<file path="config.mk">
export PLATFORM = sky130hd
export DESIGN_NAME = approx_mac_acc_flat
export DESIGN_NICKNAME = d
export VERILOG_FILES = /design/src/rtl/approx_mac_acc_if.sv /design/src/rtl/approx_mac_acc.sv /design/src/flat_wrapper.sv
export SDC_FILE = /design/constraint.sdc
export NUM_CORES = 1
export LEC_CHECK = 0
export ABC_CLOCK_PERIOD_IN_PS = 6800
export BUFFER_PORTS_ARGS = -buffer_cell sky130_fd_sc_hd__buf_4
export CAP_MARGIN = 0
export CORE_UTILIZATION = 64
export CTS_BUF_LIST = sky130_fd_sc_hd__clkbuf_8
export DETAILED_ROUTE_END_ITERATION = 8
export GPL_TIMING_DRIVEN = 1
export PLACE_DENSITY = 0.89
export SLEW_MARGIN = 10
export SYNTH_ARGS = -nofsm -noshare
export SYNTH_HDL_FRONTEND = slang
export SYNTH_SLANG_ARGS = --single-unit
export TNS_END_PERCENT = 5
</file>
<file path="constraint.sdc">
create_clock -name clk_i -period 6.8 [get_ports clk_i]
set_input_delay 1.36 -clock clk_i [delete_from_list [all_inputs] [get_ports clk_i]]
set_output_delay 1.36 -clock clk_i [all_outputs]
set_load 0.02 [all_outputs]
</file>
<file path="src/rtl/approx_mac_acc_if.sv">
// Product-in / result-out handshake bundle for the approximate MAC accumulator.
// slave is the accumulator side; master is the producer/consumer side.
interface approx_mac_acc_if;
    logic [31:0] prod_i;
    logic        prod_valid_i;
    logic        prod_ready_o;
    logic [31:0] res_o;
    logic        res_valid_o;
    logic        res_ready_i;
    logic        sat_o;

    modport slave (
        input  prod_i, prod_valid_i, res_ready_i,
        output prod_ready_o, res_o, res_valid_o, sat_o
    );

    modport master (
        output prod_i, prod_valid_i, res_ready_i,
        input  prod_ready_o, res_o, res_valid_o, sat_o
    );
endinterface

</file>
<file path="src/rtl/approx_mac_acc.sv">
// Sums groups of LEN signed products into one 32-bit result per group.
// Define APPROX_MAC_SAT_EN to clip results to the int32 range; otherwise they wrap.
module approx_mac_acc #(
    parameter int LEN   = 16,
    parameter int ACC_W = 40
) (
    input  logic                   clk_i,
    input  logic                   rst_ni,
    input  logic                   clr_i,
    approx_mac_acc_if.slave        bus,
    output logic [7:0]             cnt_o
);

    localparam logic [7:0] LAST_CNT = 8'(LEN - 1);

    typedef enum logic {ST_ACC, ST_OUT} state_t;

    state_t                   r_state;
    logic signed [ACC_W-1:0]  r_acc;
    logic [7:0]               r_cnt;
    logic [31:0]              r_res;
    logic                     r_res_valid;
    logic                     r_sat;

    logic signed [ACC_W-1:0]  w_ext;
    logic signed [ACC_W-1:0]  w_sum;
    logic [31:0]              w_res;
    logic                     w_sat;
    logic                     w_acc_ev;
    logic                     w_res_ev;

    // In OUT a new product is only taken when the pending result drains the same cycle.
    assign bus.prod_ready_o = !clr_i && ((r_state == ST_ACC) || bus.res_ready_i);
    assign w_acc_ev         = bus.prod_valid_i && bus.prod_ready_o;
    assign w_res_ev         = r_res_valid && bus.res_ready_i;

    assign w_ext = ACC_W'($signed(bus.prod_i));
    assign w_sum = r_acc + w_ext;

`ifdef APPROX_MAC_SAT_EN
    localparam logic signed [ACC_W-1:0] SAT_MAX = ACC_W'(32'sh7FFF_FFFF);
    localparam logic signed [ACC_W-1:0] SAT_MIN = ACC_W'(32'sh8000_0000);

    always_comb begin
        w_res = w_sum[31:0];
        w_sat = 1'b0;
        if (w_sum > SAT_MAX) begin
            w_res = 32'h7FFF_FFFF;
            w_sat = 1'b1;
        end else if (w_sum < SAT_MIN) begin
            w_res = 32'h8000_0000;
            w_sat = 1'b1;
        end
    end
`else
    assign w_res = w_sum[31:0];
    assign w_sat = 1'b0;
`endif

    // Accumulator is always zero in OUT, so w_sum there is just the new product.
    always_ff @(posedge clk_i or negedge rst_ni) begin
        if (!rst_ni) begin
            r_state     <= ST_ACC;
            r_acc       <= '0;
            r_cnt       <= '0;
            r_res       <= '0;
            r_res_valid <= 1'b0;
            r_sat       <= 1'b0;
        end else if (clr_i) begin
            r_state     <= ST_ACC;
            r_acc       <= '0;
            r_cnt       <= '0;
            r_res_valid <= 1'b0;
            r_sat       <= 1'b0;
        end else begin
            case (r_state)
                ST_ACC: begin
                    if (w_acc_ev) begin
                        if (r_cnt == LAST_CNT) begin
                            r_res       <= w_res;
                            r_sat       <= w_sat;
                            r_acc       <= '0;
                            r_cnt       <= '0;
                            r_res_valid <= 1'b1;
                            r_state     <= ST_OUT;
                        end else begin
                            r_acc <= w_sum;
                            r_cnt <= r_cnt + 8'd1;
                        end
                    end
                end
                ST_OUT: begin
                    if (w_res_ev) begin
                        if (w_acc_ev && (LEN == 1)) begin
                            r_res <= w_res;
                            r_sat <= w_sat;
                        end else if (w_acc_ev) begin
                            r_acc       <= w_ext;
                            r_cnt       <= 8'd1;
                            r_res_valid <= 1'b0;
                            r_state     <= ST_ACC;
                        end else begin
                            r_res_valid <= 1'b0;
                            r_state     <= ST_ACC;
                        end
                    end
                end
                default: begin
                    r_state     <= ST_ACC;
                    r_res_valid <= 1'b0;
                end
            endcase
        end
    end

    assign bus.res_o       = r_res;
    assign bus.res_valid_o = r_res_valid;
    assign bus.sat_o       = r_sat;
    assign cnt_o           = r_cnt;

endmodule

</file>
<file path="src/flat_wrapper.sv">
// flat-port wrapper written by rule: the top's interface ports become plain ports
module approx_mac_acc_flat 
#(
    parameter int LEN   = 16,
    parameter int ACC_W = 40
)
  (clk_i, rst_ni, clr_i, cnt_o, bus_prod_i, bus_prod_valid_i, bus_res_ready_i, bus_prod_ready_o, bus_res_o, bus_res_valid_o, bus_sat_o);
  approx_mac_acc_if bus_i ();
  input  logic clk_i;
  input  logic rst_ni;
  input  logic clr_i;
  output logic [7:0] cnt_o;
  input wire logic [$bits(bus_i.prod_i)-1:0] bus_prod_i;
  input wire logic [$bits(bus_i.prod_valid_i)-1:0] bus_prod_valid_i;
  input wire logic [$bits(bus_i.res_ready_i)-1:0] bus_res_ready_i;
  output wire logic [$bits(bus_i.prod_ready_o)-1:0] bus_prod_ready_o;
  output wire logic [$bits(bus_i.res_o)-1:0] bus_res_o;
  output wire logic [$bits(bus_i.res_valid_o)-1:0] bus_res_valid_o;
  output wire logic [$bits(bus_i.sat_o)-1:0] bus_sat_o;
  assign bus_i.prod_i = bus_prod_i;
  assign bus_i.prod_valid_i = bus_prod_valid_i;
  assign bus_i.res_ready_i = bus_res_ready_i;
  assign bus_prod_ready_o = bus_i.prod_ready_o;
  assign bus_res_o = bus_i.res_o;
  assign bus_res_valid_o = bus_i.res_valid_o;
  assign bus_sat_o = bus_i.sat_o;
  approx_mac_acc #(.LEN(LEN), .ACC_W(ACC_W)) u_core (.clk_i(clk_i), .rst_ni(rst_ni), .clr_i(clr_i), .bus(bus_i), .cnt_o(cnt_o));
endmodule
</file>
==> flow_summary.html, run 1 <==
<table>
<tr><th>Metric</th><th>Value</th></tr>
<tr><th colspan="2">STA</th></tr>
<tr><td>Peak Freq</td><td>around 260 MHz</td></tr>
<tr><td>Number of max-slew violations in the final report</td><td>0</td></tr>
<tr><td>Total negative slack for setup checks</td><td>0 ns</td></tr>
<tr><td>Fin crit share</td><td>approximately 58%</td></tr>
<tr><td>Final critical delay including setup and external delays</td><td>around 3.9 ns</td></tr>
<tr><td>Tightest slew margin relative to the limit</td><td>between 30% and 40%</td></tr>
<tr><td>Transition time at the pin with the least slew margin</td><td>about 1.0 ns</td></tr>
<tr><td>RSZ-0062 raised after global routing</td><td>false</td></tr>
<tr><td>Final hold viol count</td><td>0</td></tr>
<tr><td>Setup violators final</td><td>0</td></tr>
<tr><td>Clock skew after layout</td><td>around 0.011 ns</td></tr>
<tr><th colspan="2">Clock tree</th></tr>
<tr><td>Number of clock sinks</td><td>74</td></tr>
<tr><td>Number of cells upsized or downsized after cts</td><td>0</td></tr>
<tr><td>TritonCTS clock tree</td><td>built</td></tr>
<tr><td>Number of buffers added by the clock tree synthesis step</td><td>9</td></tr>
<tr><td>Clock-pin slew of the registers on the worst-case setup and hold paths</td><td>approximately 0.080 ns</td></tr>
<tr><td>Maximum buffer depth of the clock tree</td><td>2</td></tr>
<tr><td>Post-cts hold buffer count</td><td>0</td></tr>
<tr><td>Level count of the clock H-tree</td><td>3</td></tr>
<tr><td>Buffer cell driving the clock tree root</td><td>clkbuf_8</td></tr>
<tr><td>Clock network latency to the later pin of the worst-skew pair</td><td>~0.35 ns</td></tr>
<tr><td>Number of buffers added for setup after CTS</td><td>0</td></tr>
<tr><th colspan="2">GRT</th></tr>
<tr><td>GRT met2 Usage</td><td>a little over half</td></tr>
<tr><td>GRT met3 Usage</td><td>under 10%</td></tr>
<tr><td>Met1 track demand over resource in global routing</td><td>about two fifths</td></tr>
<tr><td>First-pass GRT wire length</td><td>19890 um</td></tr>
<tr><td>Initial antenna violation count</td><td>0</td></tr>
<tr><td>Combined global-route utilization of all metal layers</td><td>32.09%</td></tr>
<tr><td>GRT busiest layer</td><td>met2</td></tr>
<tr><td>Number of global-route vias before repair</td><td>between 4000 and 5000</td></tr>
<tr><td>GRT overflow</td><td>0</td></tr>
<tr><td>Largest net degree at the start of global routing</td><td>75</td></tr>
<tr><th colspan="2">Floorplanning</th></tr>
<tr><td>Die Outline Area</td><td>0.008038 mm2</td></tr>
<tr><td>Standard-cell rows</td><td>31</td></tr>
<tr><td>Starting density of the core</td><td>about two thirds</td></tr>
<tr><td>Floorplan core area</td><td>0.007331 mm2</td></tr>
<tr><td>I/O pin count</td><td>80</td></tr>
<tr><td>Horizontal extent of the die</td><td>approximately 90 um</td></tr>
<tr><td>Die height</td><td>~90 um</td></tr>
<tr><th colspan="2">Critical path</th></tr>
<tr><td>Highest fanout seen on the critical path</td><td>4</td></tr>
<tr><td>Critical path arrival</td><td>between 4 and 5 ns</td></tr>
<tr><td>Crit. End Element</td><td>flip-flop</td></tr>
<tr><td>Start-to-end type of the worst setup path</td><td>in2reg</td></tr>
<tr><td>Data required time at the worst endpoint</td><td>about 7.0 ns</td></tr>
<tr><td>Startpoint type of the worst setup path</td><td>primary input</td></tr>
<tr><th colspan="2">Hold path</th></tr>
<tr><td>Worst hold-check path type</td><td>reg2reg</td></tr>
<tr><th colspan="2">Power</th></tr>
<tr><td>Cell-internal power</td><td>around 1.1 mW</td></tr>
<tr><td>Pwr per Cell Area</td><td>about 330 mW/mm2</td></tr>
<tr><td>Register share of total power</td><td>between 20% and 30%</td></tr>
<tr><td>Clock network power share</td><td>18.0%</td></tr>
<tr><td>Power, Total</td><td>1.910 mW</td></tr>
<tr><td>Standby leakage power</td><td>2.892 nW</td></tr>
<tr><td>Worst supply voltage drop on vdd</td><td>~0.25 mV</td></tr>
<tr><td>Gate power share</td><td>a little over half</td></tr>
<tr><td>Switch share</td><td>42.63%</td></tr>
<tr><td>Switching component of the power</td><td>roughly 0.81 mW</td></tr>
<tr><th colspan="2">Synthesis</th></tr>
<tr><td>Dominant cell type by area after synthesis</td><td>dfrtp_1</td></tr>
<tr><td>Dominant cells by area after synthesis</td><td>dfrtp_1 (38%), ha_1 (8.1%), mux2_2 (5.0%)</td></tr>
<tr><td>Sequential fraction of the synthesis area</td><td>a little under two fifths</td></tr>
<tr><td>Area share of the leading cell type in the synthesized netlist</td><td>37.66%</td></tr>
<tr><td>Share of flip-flops with an asynchronous set or reset</td><td>100.0%</td></tr>
<tr><td>Most numerous cell types in the synthesized netlist</td><td>dfrtp_1 (74), nor2_1 (56), nand2_1 (51), a21oi_1 (45), ha_1 (32)</td></tr>
<tr><td>Area of the mapped netlist</td><td>just under 0.005 mm2</td></tr>
<tr><td>Syn Inst Count</td><td>approximately 550</td></tr>
<tr><td>Number of different library cells in the post-synthesis netlist</td><td>59</td></tr>
<tr><td>Ys flop type</td><td>dfrtp_1</td></tr>
<tr><td>Average cell area after synthesis</td><td>8.989 um2</td></tr>
<tr><td>Yosys warning count</td><td>0</td></tr>
<tr><td>Number of nets produced by synthesis</td><td>around 620</td></tr>
<tr><td>Number of synthesized register bits</td><td>74</td></tr>
<tr><td>Most common cell in the netlist</td><td>dfrtp_1</td></tr>
<tr><td>Number of enable flip-flop cells after synthesis</td><td>0</td></tr>
<tr><th colspan="2">Detailed routing</th></tr>
<tr><td>Via count</td><td>approximately 4600</td></tr>
<tr><td>Final routed wirelength across all metal layers</td><td>12380 um</td></tr>
<tr><td>First-pass detailed-route iteration total</td><td>5</td></tr>
<tr><td>Detailed router's first-iteration violation count</td><td>around 290</td></tr>
<tr><td>Avg WL per Cell</td><td>about 17 um</td></tr>
<tr><td>Routed Antenna Nets</td><td>0</td></tr>
<tr><td>Post-detailed-route DRC marker count</td><td>0</td></tr>
<tr><td>Via density per instance</td><td>6.481</td></tr>
<tr><th colspan="2">Place</th></tr>
<tr><td>Global placement routability congestion</td><td>0.9957</td></tr>
<tr><td>Number of buffers added on ports</td><td>78</td></tr>
<tr><td>DP HPWL</td><td>around 8500 um</td></tr>
<tr><td>Placement-stage cell area</td><td>around 0.0055 mm2</td></tr>
<tr><th colspan="2">Status</th></tr>
<tr><td>Status</td><td>finished, final reports clean</td></tr>
<tr><th colspan="2">Final layout</th></tr>
<tr><td>Layout Area Growth over Synthesis</td><td>16.01%</td></tr>
<tr><td>Diodes inserted</td><td>0</td></tr>
<tr><td>NumNets Final</td><td>slightly below 700</td></tr>
<tr><td>Final Core Density</td><td>77.81%</td></tr>
<tr><td>Fillcell total</td><td>525</td></tr>
<tr><td>Share of post-route cells with drive strength above 1</td><td>a little over a fifth</td></tr>
<tr><td>Final instance area</td><td>roughly 0.0057 mm2</td></tr>
<tr><th colspan="2">Flow run</th></tr>
<tr><td>Max-cap viol count</td><td>0</td></tr>
</table>
## metrics by stage
step                setup WS [ns]  hold WS (ns)  instances
finish                      2.888        0.4851        711
detailed placement          2.634        0.4751        696
global placement            2.752        0.4633        696
CTS                         2.929        0.4930        711
global route                2.679        0.5130        711
floorplan                   3.129        0.4538        547
## path summary, 6_finish.rpt
check                                                  from                          endpoint  slack [ns]  cells after the start
max                                           bus_prod_i[0]  u_core.bus.res_o[30]$_DFFE_PN0P_        2.89                     13
min                        u_core.bus.res_o[23]$_DFFE_PN0P_  u_core.bus.res_o[23]$_DFFE_PN0P_        0.49                      2
max reg2reg                     u_core.cnt_o[0]$_DFFE_PN0P_  u_core.bus.res_o[26]$_DFFE_PN0P_        3.48                      7
min reg2reg                u_core.bus.res_o[23]$_DFFE_PN0P_  u_core.bus.res_o[23]$_DFFE_PN0P_        0.49                      2
max in group asynchronous                            rst_ni      u_core.r_acc[13]$_DFFE_PN0P_        5.03                      1
min in group asynchronous                            rst_ni       u_core.cnt_o[2]$_DFFE_PN0P_        1.12                      1
## logic make-up after synthesis
logic type               share of synthesized area (%)
buffers and inverters                            4.428
other                                          0.07626
flip-flops                                       37.66
adder cells (fa/ha/maj)                          8.550
AO/OA/AOI/OAI                                    21.63
AND/OR/NAND/NOR                                  16.51
multiplexers                                     6.158
XOR/XNOR                                         4.987
## critical path, cell delays in order
cell,delay (ns)
buf_4,0.09
ha_1,0.17
inv_1,0.06
fa_1,0.40
nor2b_1,0.21
o2111ai_1,0.18
a21boi_0,0.33
a211oi_1,0.17
o41ai_2,0.37
nand4_1,0.18
a21oi_1,0.30
nor3_1,0.10
o31ai_1,0.23
## area by class of cell
cell class | count | area (um2) | share of cell area (%)
Tap cell | 99 | 123.9 | 2.172
Inverter | 17 | 63.81 | 1.119
Sequential cell | 74 | 1852 | 32.46
Multi-Input combinational cell | 425 | 2864 | 50.21
Clock inverter | 5 | 55.05 | 0.9651
Timing Repair Buffer | 81 | 608.1 | 10.66
Clock buffer | 10 | 137.6 | 2.413
## cells in the final DEF (no fill, tap or decap), types with 2 or more instances in the layout
master	netlist	final
nor2_1	56	56
o21ai_0	30	30
clkinvlp_4	0	2
clkinv_2	0	2
nor3_1	10	9
xor2_1	12	12
mux2_2	22	22
ha_1	32	32
or3_1	2	2
mux2i_1	4	4
buf_4	1	81
o2111ai_1	2	2
o21bai_1	6	6
nand2_1	51	51
a221oi_1	21	21
and3_1	13	13
a211oi_1	6	6
o21a_1	5	5
dfrtp_1	74	74
xnor2_1	16	16
a31oi_1	6	6
a21o_2	3	3
a21o_1	15	15
clkbuf_8	2	10
a221o_1	2	2
nand4_1	9	9
inv_1	17	17
nand3_1	15	14
nand2b_1	3	3
o21ai_1	3	3
or2_2	3	3
o31ai_1	5	5
a311oi_1	2	2
nor2b_1	4	3
a21oi_1	45	44
## layer usage
metal  share of wire, %  wire length [um]
met2                 49              6106
met1                 41              5075
met3                7.6               941
met4                2.0               253
met5                  0                 0
## power groups by stage
stage / sequential, mW / clock [mW] / combinational, mW
2_1_floorplan: 0.565 / 0 / 0.750
3_3_place_gp: 0.569 / 0 / 0.916
3_5_place_dp: 0.575 / 0 / 0.956
4_1_cts: 0.567 / 0.345 / 0.974
5_1_grt: 0.576 / 0.360 / 1.09
6_report: 0.571 / 0.344 / 0.995
## state kept, by name, summed over array words and instances, names as in the netlist
name and cells:
u_core.cnt_o 8, u_core.bus.res_valid_o 1, u_core.r_acc 32, u_core.bus.res_o 32, u_core.r_state 1
No activity file was read; power rests on OpenSTA's default activity.
==> inputs of run 2 (changes only) <==
Settings changed: ABC_CLOCK_PERIOD_IN_PS 6800 to 3350, CORE_UTILIZATION 64 to 53, PLACE_DENSITY 0.89 to 0.79.
Clock period 6.8 ns to 3.35 ns, I/O delays scaled along.
==> flow_summary.html, run 2 (same netlist as run 1, synthesis figures left out) <==
<table>
<tr><th>Metric</th><th>Value</th></tr>
<tr><th colspan="2">Final layout</th></tr>
<tr><td>Layout Area Growth over Synthesis</td><td>17.28%</td></tr>
<tr><td>Most common library cell in the layout ignoring fill and taps</td><td>buf_4</td></tr>
<tr><td>Final non-filler cell total</td><td>729 (+2.5%)</td></tr>
<tr><td>Diodes inserted</td><td>0 (unchanged)</td></tr>
<tr><td>Seq. cell area</td><td>0.001852 mm2 (unchanged)</td></tr>
<tr><td>Most used cells in the layout excluding fill and tap cells</td><td>buf_4 (90), dfrtp_1 (74), nor2_1 (56)</td></tr>
<tr><td>Fillcell total</td><td>726 (+38%)</td></tr>
<tr><td>Share of post-route cells with drive strength above 1</td><td>22.87% (+0.97 points)</td></tr>
<tr><td>NumNets Final</td><td>687 (+1.3%)</td></tr>
<tr><td>Multi-input combinational cell area</td><td>0.002870 mm2 (+0.22%)</td></tr>
<tr><th colspan="2">Critical path</th></tr>
<tr><td>Data required time at the worst endpoint</td><td>3.58 ns (-3.45 ns)</td></tr>
<tr><td>Number of cells on the worst reg-to-reg path</td><td>12 (+5)</td></tr>
<tr><td>Crit. End Element</td><td>flip-flop</td></tr>
<tr><td>Endpoint of the worst-slack reg-to-reg timing path</td><td>u_core.bus.res_o[26]$_DFFE_PN0P_</td></tr>
<tr><td>Start-to-end type of the worst setup path</td><td>in2reg</td></tr>
<tr><td>Startpoint type of the worst setup path</td><td>primary input</td></tr>
<tr><td>Slowest cell on the critical path</td><td>fa_1</td></tr>
<tr><td>CP Cell Sequence</td><td>buf_4 -&gt; ha_1 -&gt; inv_1 -&gt; fa_1 -&gt; nor2b_1 -&gt; o2111ai_1 -&gt; a21boi_0 -&gt; a211oi_1 -&gt; o41ai_2 -&gt; nand4_1 -&gt; nand2_1 -&gt; a2111oi_0 -&gt; a221o_1</td></tr>
<tr><td>Register-to-register setup slack</td><td>0.27 ns (-3.21 ns)</td></tr>
<tr><td>Critical Path Max Stage Delay</td><td>0.40 ns (about the same)</td></tr>
<tr><td>WP buf/inv</td><td>2 (unchanged)</td></tr>
<tr><td>Critical path arrival</td><td>3.35 ns (-0.80 ns)</td></tr>
<tr><td>Highest fanout seen on the critical path</td><td>3 (-1)</td></tr>
<tr><td>Crit-path leading delay family</td><td>compound AO/OA/AOI/OAI gates</td></tr>
<tr><td>Launching point of the worst reg2reg path</td><td>u_core.r_acc[0]$_DFFE_PN0P_</td></tr>
<tr><th colspan="2">Flow run</th></tr>
<tr><td>Max-cap viol count</td><td>0 (unchanged)</td></tr>
<tr><th colspan="2">Clock tree</th></tr>
<tr><td>Level count of the clock H-tree</td><td>3 (unchanged)</td></tr>
<tr><td>Number of cells upsized or downsized after cts</td><td>0 (unchanged)</td></tr>
<tr><td>Clock-pin slew of the registers on the worst-case setup and hold paths</td><td>0.08 ns (about the same)</td></tr>
<tr><td>Number of clock sinks</td><td>74 (unchanged)</td></tr>
<tr><td>TritonCTS clock tree</td><td>built</td></tr>
<tr><td>Number of buffers added for setup after CTS</td><td>0 (unchanged)</td></tr>
<tr><td>Maximum buffer depth of the clock tree</td><td>2 (unchanged)</td></tr>
<tr><td>Clock network latency to the later pin of the worst-skew pair</td><td>0.35 ns (about the same)</td></tr>
<tr><td>Buffer cell driving the clock tree root</td><td>clkbuf_8</td></tr>
<tr><td>Post-cts hold buffer count</td><td>0 (unchanged)</td></tr>
<tr><td>Number of buffers added by the clock tree synthesis step</td><td>9 (unchanged)</td></tr>
<tr><th colspan="2">STA</th></tr>
<tr><td>Number of max-slew violations in the final report</td><td>0 (unchanged)</td></tr>
<tr><td>RSZ-0062 raised after global routing</td><td>false</td></tr>
<tr><td>Clock skew after layout</td><td>0.01308 ns (+0.001926 ns)</td></tr>
<tr><td>Tightest slew margin relative to the limit</td><td>30.11% (-3.4 points)</td></tr>
<tr><td>Peak Freq</td><td>321.1 MHz</td></tr>
<tr><td>Final critical delay including setup and external delays</td><td>between 3 and 4 ns</td></tr>
<tr><td>Final hold viol count</td><td>0 (unchanged)</td></tr>
<tr><td>Transition time at the pin with the least slew margin</td><td>1.045 ns (+0.04854 ns)</td></tr>
<tr><td>Setup violators final</td><td>0 (unchanged)</td></tr>
<tr><td>Fin crit share</td><td>between 90% and 100%</td></tr>
<tr><th colspan="2">Place</th></tr>
<tr><td>Number of buffers added on ports</td><td>78 (unchanged)</td></tr>
<tr><td>DP HPWL</td><td>8642 um (+2.3%)</td></tr>
<tr><td>Global placement routability congestion</td><td>0.9873 (-0.84%)</td></tr>
<tr><td>Cell count after placement</td><td>714 (+2.6%)</td></tr>
<tr><th colspan="2">Detailed routing</th></tr>
<tr><td>Avg WL per Cell</td><td>16.80 um (-3.5%)</td></tr>
<tr><td>Via count</td><td>4393 (-4.7%)</td></tr>
<tr><td>Routed Antenna Nets</td><td>0 (unchanged)</td></tr>
<tr><td>Detailed router's first-iteration violation count</td><td>176 (-38%)</td></tr>
<tr><td>Final routed wirelength across all metal layers</td><td>12250 um (-1.0%)</td></tr>
<tr><td>Via density per instance</td><td>6.026 (-7.0%)</td></tr>
<tr><td>Post-detailed-route DRC marker count</td><td>1 (+1)</td></tr>
<tr><td>First-pass detailed-route iteration total</td><td>9 (+4)</td></tr>
<tr><th colspan="2">GRT</th></tr>
<tr><td>Met1 track demand over resource in global routing</td><td>36.27% (-5.4 points)</td></tr>
<tr><td>GRT met2 Usage</td><td>44.20% (-9.9 points)</td></tr>
<tr><td>First-pass GRT wire length</td><td>20680 um (+4.0%)</td></tr>
<tr><td>Combined global-route utilization of all metal layers</td><td>26.73% (-5.4 points)</td></tr>
<tr><td>GRT overflow</td><td>0 (unchanged)</td></tr>
<tr><td>Initial antenna violation count</td><td>0 (unchanged)</td></tr>
<tr><td>Largest net degree at the start of global routing</td><td>75 (unchanged)</td></tr>
<tr><td>GRT busiest layer</td><td>met2</td></tr>
<tr><td>GRT met3 Usage</td><td>4.653% (-0.10 points)</td></tr>
<tr><td>Number of global-route vias before repair</td><td>4288 (-0.093%)</td></tr>
<tr><th colspan="2">Power</th></tr>
<tr><td>Standby leakage power</td><td>2.929 nW (+1.3%)</td></tr>
<tr><td>Power, Total</td><td>3.801 mW (+99%)</td></tr>
<tr><td>Pwr per Cell Area</td><td>659.1 mW/mm2 (+97%)</td></tr>
<tr><td>Worst supply voltage drop on vdd</td><td>0.3039 mV (+23%)</td></tr>
<tr><th colspan="2">Status</th></tr>
<tr><td>Status</td><td>finished, violations left</td></tr>
<tr><td>Violated checks</td><td>design-rule violations</td></tr>
<tr><th colspan="2">Floorplanning</th></tr>
<tr><td>Die height</td><td>98.32 um (+9.7%)</td></tr>
<tr><td>Floorplan core area</td><td>0.008848 mm2 (+21%)</td></tr>
<tr><td>I/O pin count</td><td>80 (unchanged)</td></tr>
<tr><td>Starting density of the core</td><td>55.57% (-12 points)</td></tr>
<tr><td>Die Outline Area</td><td>0.009667 mm2 (+20%)</td></tr>
<tr><td>Standard-cell rows</td><td>34 (+9.7%)</td></tr>
<tr><td>Horizontal extent of the die</td><td>98.32 um (+9.7%)</td></tr>
<tr><th colspan="2">Hold path</th></tr>
<tr><td>Worst hold-check path type</td><td>in2async</td></tr>
</table>
run 2: final cells by class:
cell class | count | share of cell area, %
timing repair buffer | 90 | 11.72
inverter | 17 | 1.107
clock inverter | 5 | 0.5641
sequential | 74 | 32.11
clock buffer | 10 | 2.387
tap | 108 | 2.343
multi-input combinational | 425 | 49.77
run 2: report_power, final:
part / switching [mW] / internal [mW] / leakage [nW]
clock network: 0.338 / 0.282 / 0.0855
registers: 0.103 / 1.05 / 0.982
logic: 1.17 / 0.856 / 1.86
run 2: metal layers:
layer / routed length (um) / share of wire (%) / vias to the layer above
met5: 0 / 0 / -
met4: 124 / 1.0 / 0
met3: 639 / 5.2 / 16
met2: 5915 / 48 / 135
met1: 5571 / 45 / 2116
li1: - / - / 2126
run 2: per-stage QoR:
| step | utilization [%] | cell area [um2] | worst slack, ns | hold WS (ns) | TNS [ns] |
|---|---|---|---|---|---|
| finish | 65.17 | 5767 | 0.2362 | 0.4506 | 0 |
| global route | 65.17 | 5767 | 0.06239 | 0.5269 | 0 |
| CTS | 65.17 | 5767 | 0.2999 | 0.4938 | 0 |
| detailed placement | 63.25 | 5597 | -0.04613 | 0.4760 | -0.06157 |
| global placement | 63.25 | 5597 | 0.08009 | 0.4650 | 0 |
| floorplan | - | 4917 | 0.3695 | 0.3744 | 0 |
run 2: how the worst max path moves through the flow:
stage               cells after the start          start                               end
floorplan                              12  bus_prod_i[0]  u_core.bus.res_o[26]$_DFFE_PN0P_
global placement                       13  bus_prod_i[0]  u_core.bus.res_o[26]$_DFFE_PN0P_
detailed placement                     13  bus_prod_i[0]  u_core.bus.res_o[26]$_DFFE_PN0P_
CTS                                    13  bus_prod_i[0]  u_core.bus.res_o[26]$_DFFE_PN0P_
global route                           13  bus_prod_i[0]  u_core.bus.res_o[26]$_DFFE_PN0P_
finish                                 13  bus_prod_i[0]  u_core.bus.res_o[26]$_DFFE_PN0P_
